## src/rtl/dbm_defs_pkg.sv

```systemverilog
// Shared definitions for the data bus master: FSM state encodings,
// default abort timeout and the byte-enable selection helper.
package dbm_defs_pkg;

    typedef enum logic [1:0] {
        ST_IDLE = 2'd0,
        ST_REQ  = 2'd1,
        ST_WAIT = 2'd2,
        ST_RESP = 2'd3
    } dbm_state_t;

    localparam int DBM_TIMEOUT_DEFAULT = 256;

    // Reads always fetch the whole word; the formatter picks lanes on the load path.
    function automatic logic [3:0] bus_be_sel(input logic is_write, input logic [3:0] strobes);
        return is_write ? strobes : 4'b1111;
    endfunction

endpackage

```

## src/rtl/bus_timeout_counter.sv

```systemverilog
// Cycle counter for aborting a stuck bus transaction; 1-cycle registered count,
// expired is combinational from the count. No backpressure: clear wins over enable.
module bus_timeout_counter #(
    parameter int TIMEOUT_CYCLES = 256
) (
    input  logic clk_i,
    input  logic rst_n_i,
    input  logic clear,
    input  logic enable,
    output logic expired
);

    localparam int CW = (TIMEOUT_CYCLES > 2) ? $clog2(TIMEOUT_CYCLES) : 1;

    logic [CW-1:0] count;

    always_ff @(posedge clk_i or negedge rst_n_i) begin
        if (!rst_n_i) begin
            count <= '0;
        end else if (clear) begin
            count <= '0;
        end else if (enable && !expired) begin
            count <= count + 1'b1;
        end
    end

    assign expired = enable && (count == CW'(TIMEOUT_CYCLES - 1));

endmodule

```

## src/rtl/data_bus_master.sv

```systemverilog
// Memory-stage bus master: one req/gnt/rvalid transaction per access, min 4 cycles (IDLE,REQ,WAIT,RESP).
// Stalls the pipeline until RESP; waits on gnt/rvalid indefinitely unless BUS_TIMEOUT_EN enables the abort counter.
module data_bus_master
    import dbm_defs_pkg::*;
#(
    parameter int ADDR_WIDTH     = 32,
    parameter int TIMEOUT_CYCLES = DBM_TIMEOUT_DEFAULT
) (
    input  logic                  clk_i,
    input  logic                  rst_n_i,
    input  logic                  mem_read_i,
    input  logic                  mem_write_i,
    input  logic [ADDR_WIDTH-1:0] addr_i,
    input  logic [31:0]           data_to_mem_i,
    input  logic [3:0]            byte_select_i,
    output logic [31:0]           data_from_mem_o,
    output logic                  stall_o,
    output logic                  err_o,
    output logic                  bus_req_o,
    output logic                  bus_we_o,
    output logic [ADDR_WIDTH-1:0] bus_addr_o,
    output logic [31:0]           bus_wdata_o,
    output logic [3:0]            bus_be_o,
    input  logic                  bus_gnt_i,
    input  logic                  bus_rvalid_i,
    input  logic [31:0]           bus_rdata_i,
    input  logic                  bus_err_i
);

    dbm_state_t state, state_nxt;

    logic req;
    logic latch_en;
    logic capture_en;
    logic timeout_hit;
    logic abort;
    logic unused_addr_lsb;

    assign req        = mem_read_i | mem_write_i;
    assign latch_en   = (state == ST_IDLE) && req;
    assign capture_en = (state == ST_WAIT) && bus_rvalid_i;
    // A response arriving on the last allowed cycle still completes normally.
    assign abort      = ((state == ST_REQ) || (state == ST_WAIT)) && timeout_hit && !capture_en;

    assign unused_addr_lsb = ^addr_i[1:0];

`ifdef BUS_TIMEOUT_EN
    bus_timeout_counter #(
        .TIMEOUT_CYCLES(TIMEOUT_CYCLES)
    ) u_timeout (
        .clk_i   (clk_i),
        .rst_n_i (rst_n_i),
        .clear   (latch_en),
        .enable  ((state == ST_REQ) || (state == ST_WAIT)),
        .expired (timeout_hit)
    );
`else
    logic unused_timeout_param;
    assign unused_timeout_param = (TIMEOUT_CYCLES == 0);
    assign timeout_hit          = 1'b0;
`endif

    always_ff @(posedge clk_i or negedge rst_n_i) begin
        if (!rst_n_i) begin
            state <= ST_IDLE;
        end else begin
            state <= state_nxt;
        end
    end

    always_comb begin
        state_nxt = state;
        unique case (state)
            ST_IDLE: if (req) state_nxt = ST_REQ;
            ST_REQ: begin
                if (abort)          state_nxt = ST_RESP;
                else if (bus_gnt_i) state_nxt = ST_WAIT;
            end
            ST_WAIT: begin
                if (capture_en || abort) state_nxt = ST_RESP;
            end
            ST_RESP: state_nxt = ST_IDLE;
            default: state_nxt = ST_IDLE;
        endcase
    end

    always_comb begin
        bus_req_o = (state == ST_REQ);
        stall_o   = req && (state != ST_RESP);
    end

    always_ff @(posedge clk_i or negedge rst_n_i) begin
        if (!rst_n_i) begin
            bus_we_o        <= 1'b0;
            bus_addr_o      <= '0;
            bus_wdata_o     <= '0;
            bus_be_o        <= 4'b0000;
            data_from_mem_o <= '0;
            err_o           <= 1'b0;
        end else begin
            if (latch_en) begin
                bus_we_o    <= mem_write_i;
                bus_addr_o  <= {addr_i[ADDR_WIDTH-1:2], 2'b00};
                bus_wdata_o <= data_to_mem_i;
                bus_be_o    <= bus_be_sel(mem_write_i, byte_select_i);
            end

            if (capture_en && !bus_we_o) begin
                data_from_mem_o <= bus_rdata_i;
            end else if (abort) begin
                data_from_mem_o <= '0;
            end

            if (capture_en) begin
                err_o <= bus_err_i;
            end else if (abort) begin
                err_o <= 1'b1;
            end else if (state == ST_RESP) begin
                err_o <= 1'b0;
            end
        end
    end

endmodule

```

## config.mk

```make
export PLATFORM = sky130hd
export DESIGN_NAME = data_bus_master
export DESIGN_NICKNAME = d
export VERILOG_FILES = /design/src/rtl/dbm_defs_pkg.sv /design/src/rtl/bus_timeout_counter.sv /design/src/rtl/data_bus_master.sv
export SDC_FILE = /design/constraint.sdc
export NUM_CORES = 1
export LEC_CHECK = 0
export CAP_MARGIN = 20
export CORE_ASPECT_RATIO = 2
export CORE_UTILIZATION = 40
export DETAILED_ROUTE_END_ITERATION = 16
export PLACE_DENSITY = 0.88
export SYNTH_ARGS = -nofsm -noshare
export SYNTH_HDL_FRONTEND = slang
export SYNTH_HIERARCHICAL = 1
export SYNTH_SLANG_ARGS = --single-unit
```

## constraint.sdc

```tcl
create_clock -name clk_i -period 2.6 [get_ports clk_i]
set_clock_uncertainty 0.2 [all_clocks]
set_input_delay 0.52 -clock clk_i [delete_from_list [all_inputs] [get_ports clk_i]]
set_output_delay 0.52 -clock clk_i [all_outputs]
set_load 0.05 [all_outputs]
```

==> impl_metrics.ini <==
[detailed_routing]
drt_wl_total_mm = 10.5
drtIter0Drc = 77
total_via_count_after_detailed_routing = 2766
route.detailed.wl_per_inst_um = 17.7
via_per_inst = 4.66
drc = 0
final_antenna_net_count = 0
detail_route.first_pass.iterations = 4

[sta]
relSlewSlack_pct = 62.6
period_minus_slack_ps = 2530
finalSetupViolations = 0
max_slew.worst_pin.slew_ps = 560
number_of_hold_violations_in_the_final_report = 0
finalSetupTns_ps = 0
fin_crit_sh_pct = 97.5
maxClockFrequency_mhz = 395
slew_viol_final = 0
rsz0062_at_grt = no

[hold_path]
hold_path_class = reg -> reg

[clock_tree]
post_cts_repair_timing_setup_buffer_count = 0
tritoncts = done
postCtsHoldBufs = 1
worstSkewPairLatency_ps = 330
cts_buffer_depth = 2
clock-root-buffer = sky130_fd_sc_hd__clkbuf_16
htree_levels = 3
cts_resized = 0
cts_sinks = 102
cts.reportedPaths.clkPinSlew_ps = 70
cts_buffers = 9

[synthesis]
async_sr_flop_fraction_pct = 100
yosysWarningCount = 6
ys.flop_type = sky130_fd_sc_hd__dfrtp_1
synth_seq_cells = 102
synth.yosys.seq_area_share_pct = 62.6
netlist.area_leader.share_pct = 62.6
yosys.area.top_type = sky130_fd_sc_hd__dfrtp_1
synthCells = 244
netlist_area_um2 = 4080
ys_types = 20
ys_top_cells_by_count = sky130_fd_sc_hd__dfrtp_1 (102), sky130_fd_sc_hd__mux2_2 (65), sky130_fd_sc_hd__mux2_4 (30)
ys_top_cells_by_area = sky130_fd_sc_hd__dfrtp_1 (63%), sky130_fd_sc_hd__mux2_2 (18%), sky130_fd_sc_hd__mux2_4 (11%), sky130_fd_sc_hd__buf_12 (1.5%), sky130_fd_sc_hd__buf_4 (1.5%)
synth_enable_flop_cells = 0
syn_avg_cell_area_um2 = 16.7
yosysMostFrequentCell = sky130_fd_sc_hd__dfrtp_1

[place]
port_buffers = 206
replace_congestion = 0.806
dp.final_hpwl_mm = 8.14

[floorplan]
die_h_um = 145
io_count = 211
chipWidth_um = 73.4
initial_utilization_pct = 41.5
die_area_um2 = 10600
std_cell_rows = 51
floorplan.core_area_um2 = 9830

[finish]
fin_nets = 567
final_core_util_pct = 67.2
layout-drive-gt1-share_pct = 26.2
diodes = 0
area_growth_synth_to_finish_pct = 62.0

[worst_setup_path]
crit_path_start_kind = flop
cp.required_ps = 1880
critPathKind = reg -> out
data_arrival_time_of_the_worst_path_ps = 1810
path_max_fanout = 4
crit_path_end_kind = output pin

[grt]
grt.total_usage_pct = 20.0
grt_remaining_overflow = 0
first_global_vias = 3154
grt_antenna_before_repair = 0
grt_start_max_net_pins = 53
grt_pass1_wl_mm = 15.6

[status]
outcome = complete, no violations

[run]
drv.max_cap_violation_count = 0
## through the flow
stage	cell area [um2]	worst slack, ps	hold slack, ps	std cells
detailed placement	6270	222	246	576
CTS	6600	37.6	289	593
global placement	6270	246	234	576
finish	6600	65.6	284	593
global route	6600	4.78	316	593
floorplan	4080	624	24.4	245
## flip-flops by register name, indices dropped and copies added (netlist names)
name and flops:
err_o 1, data_from_mem_o 32, bus_wdata_o 32, bus_be_o 4, state 2, bus_we_o 1
bus_addr_o 30
## worst max-delay path: stages, from the launching register on
cell	delay (ps)
sky130_fd_sc_hd__dfrtp_1	410
sky130_fd_sc_hd__inv_1	100
sky130_fd_sc_hd__ha_1	170
sky130_fd_sc_hd__clkdlybuf4s50_1	800
## cells in the final DEF (no fill, tap or decap), types with 5 or more instances in the layout
cell type                         Yosys  routed
sky130_fd_sc_hd__mux2_2              65      65
sky130_fd_sc_hd__mux2_4              30      30
sky130_fd_sc_hd__clkdlybuf4s50_1      0     204
sky130_fd_sc_hd__nor2b_1              5       5
sky130_fd_sc_hd__dfrtp_1            102     102
sky130_fd_sc_hd__clkbuf_16            0       9
sky130_fd_sc_hd__nand2_1              9       9
## cell type report
class | count | area [um2]
fillers | 750 | 3220
clock buffers | 11 | 243
inverters | 3 | 11.3
flip-flops and latches | 102 | 2550
well taps | 132 | 165
multi-input cells | 127 | 1390
repair buffers | 213 | 2160
clock inverters | 5 | 82.6
## path summary, 6_finish.rpt
path	from	slack, ps	to	cells past startpoint
setup / recovery	state[1]	70	bus_req_o	3
hold / removal	bus_be_o[0]	280	bus_be_o[0]	2
setup reg to reg	state[0]	600	data_from_mem_o[8]	6
hold reg to reg	bus_be_o[0]	280	bus_be_o[0]	2
max in group asynchronous	rst_n_i	1170	data_from_mem_o[11]	3
min in group asynchronous	rst_n_i	430	bus_addr_o[15]	2
## metal layers
| metal | vias up | GRT usage (%) | share of wire (%) |
|---|---|---|---|
| met5 | - | 0 | 0 |
| met4 | 0 | 10.8 | 3.9 |
| met3 | 29 | 4.78 | 5.3 |
| met2 | 116 | 37.6 | 59 |
| met1 | 1363 | 19.3 | 32 |
| li1 | 1258 | - | - |
## kinds of logic (layout without fill, tap and decap cells)
group | Yosys count | count (layout) | synth area share (%)
and+or+nand+nor | 19 | 19 | 2.24
other | 1 | 2 | 0.0920
adders and majority gates | 4 | 4 | 1.23
buffers and inverters | 16 | 232 | 3.62
muxes | 95 | 95 | 29.0
DFF | 102 | 102 | 62.6
AOI/OAI and AO/OA | 7 | 7 | 1.20
Power is not shown: default switching activity piles up to over one toggle a cycle in this logic, so the estimate is an artifact.
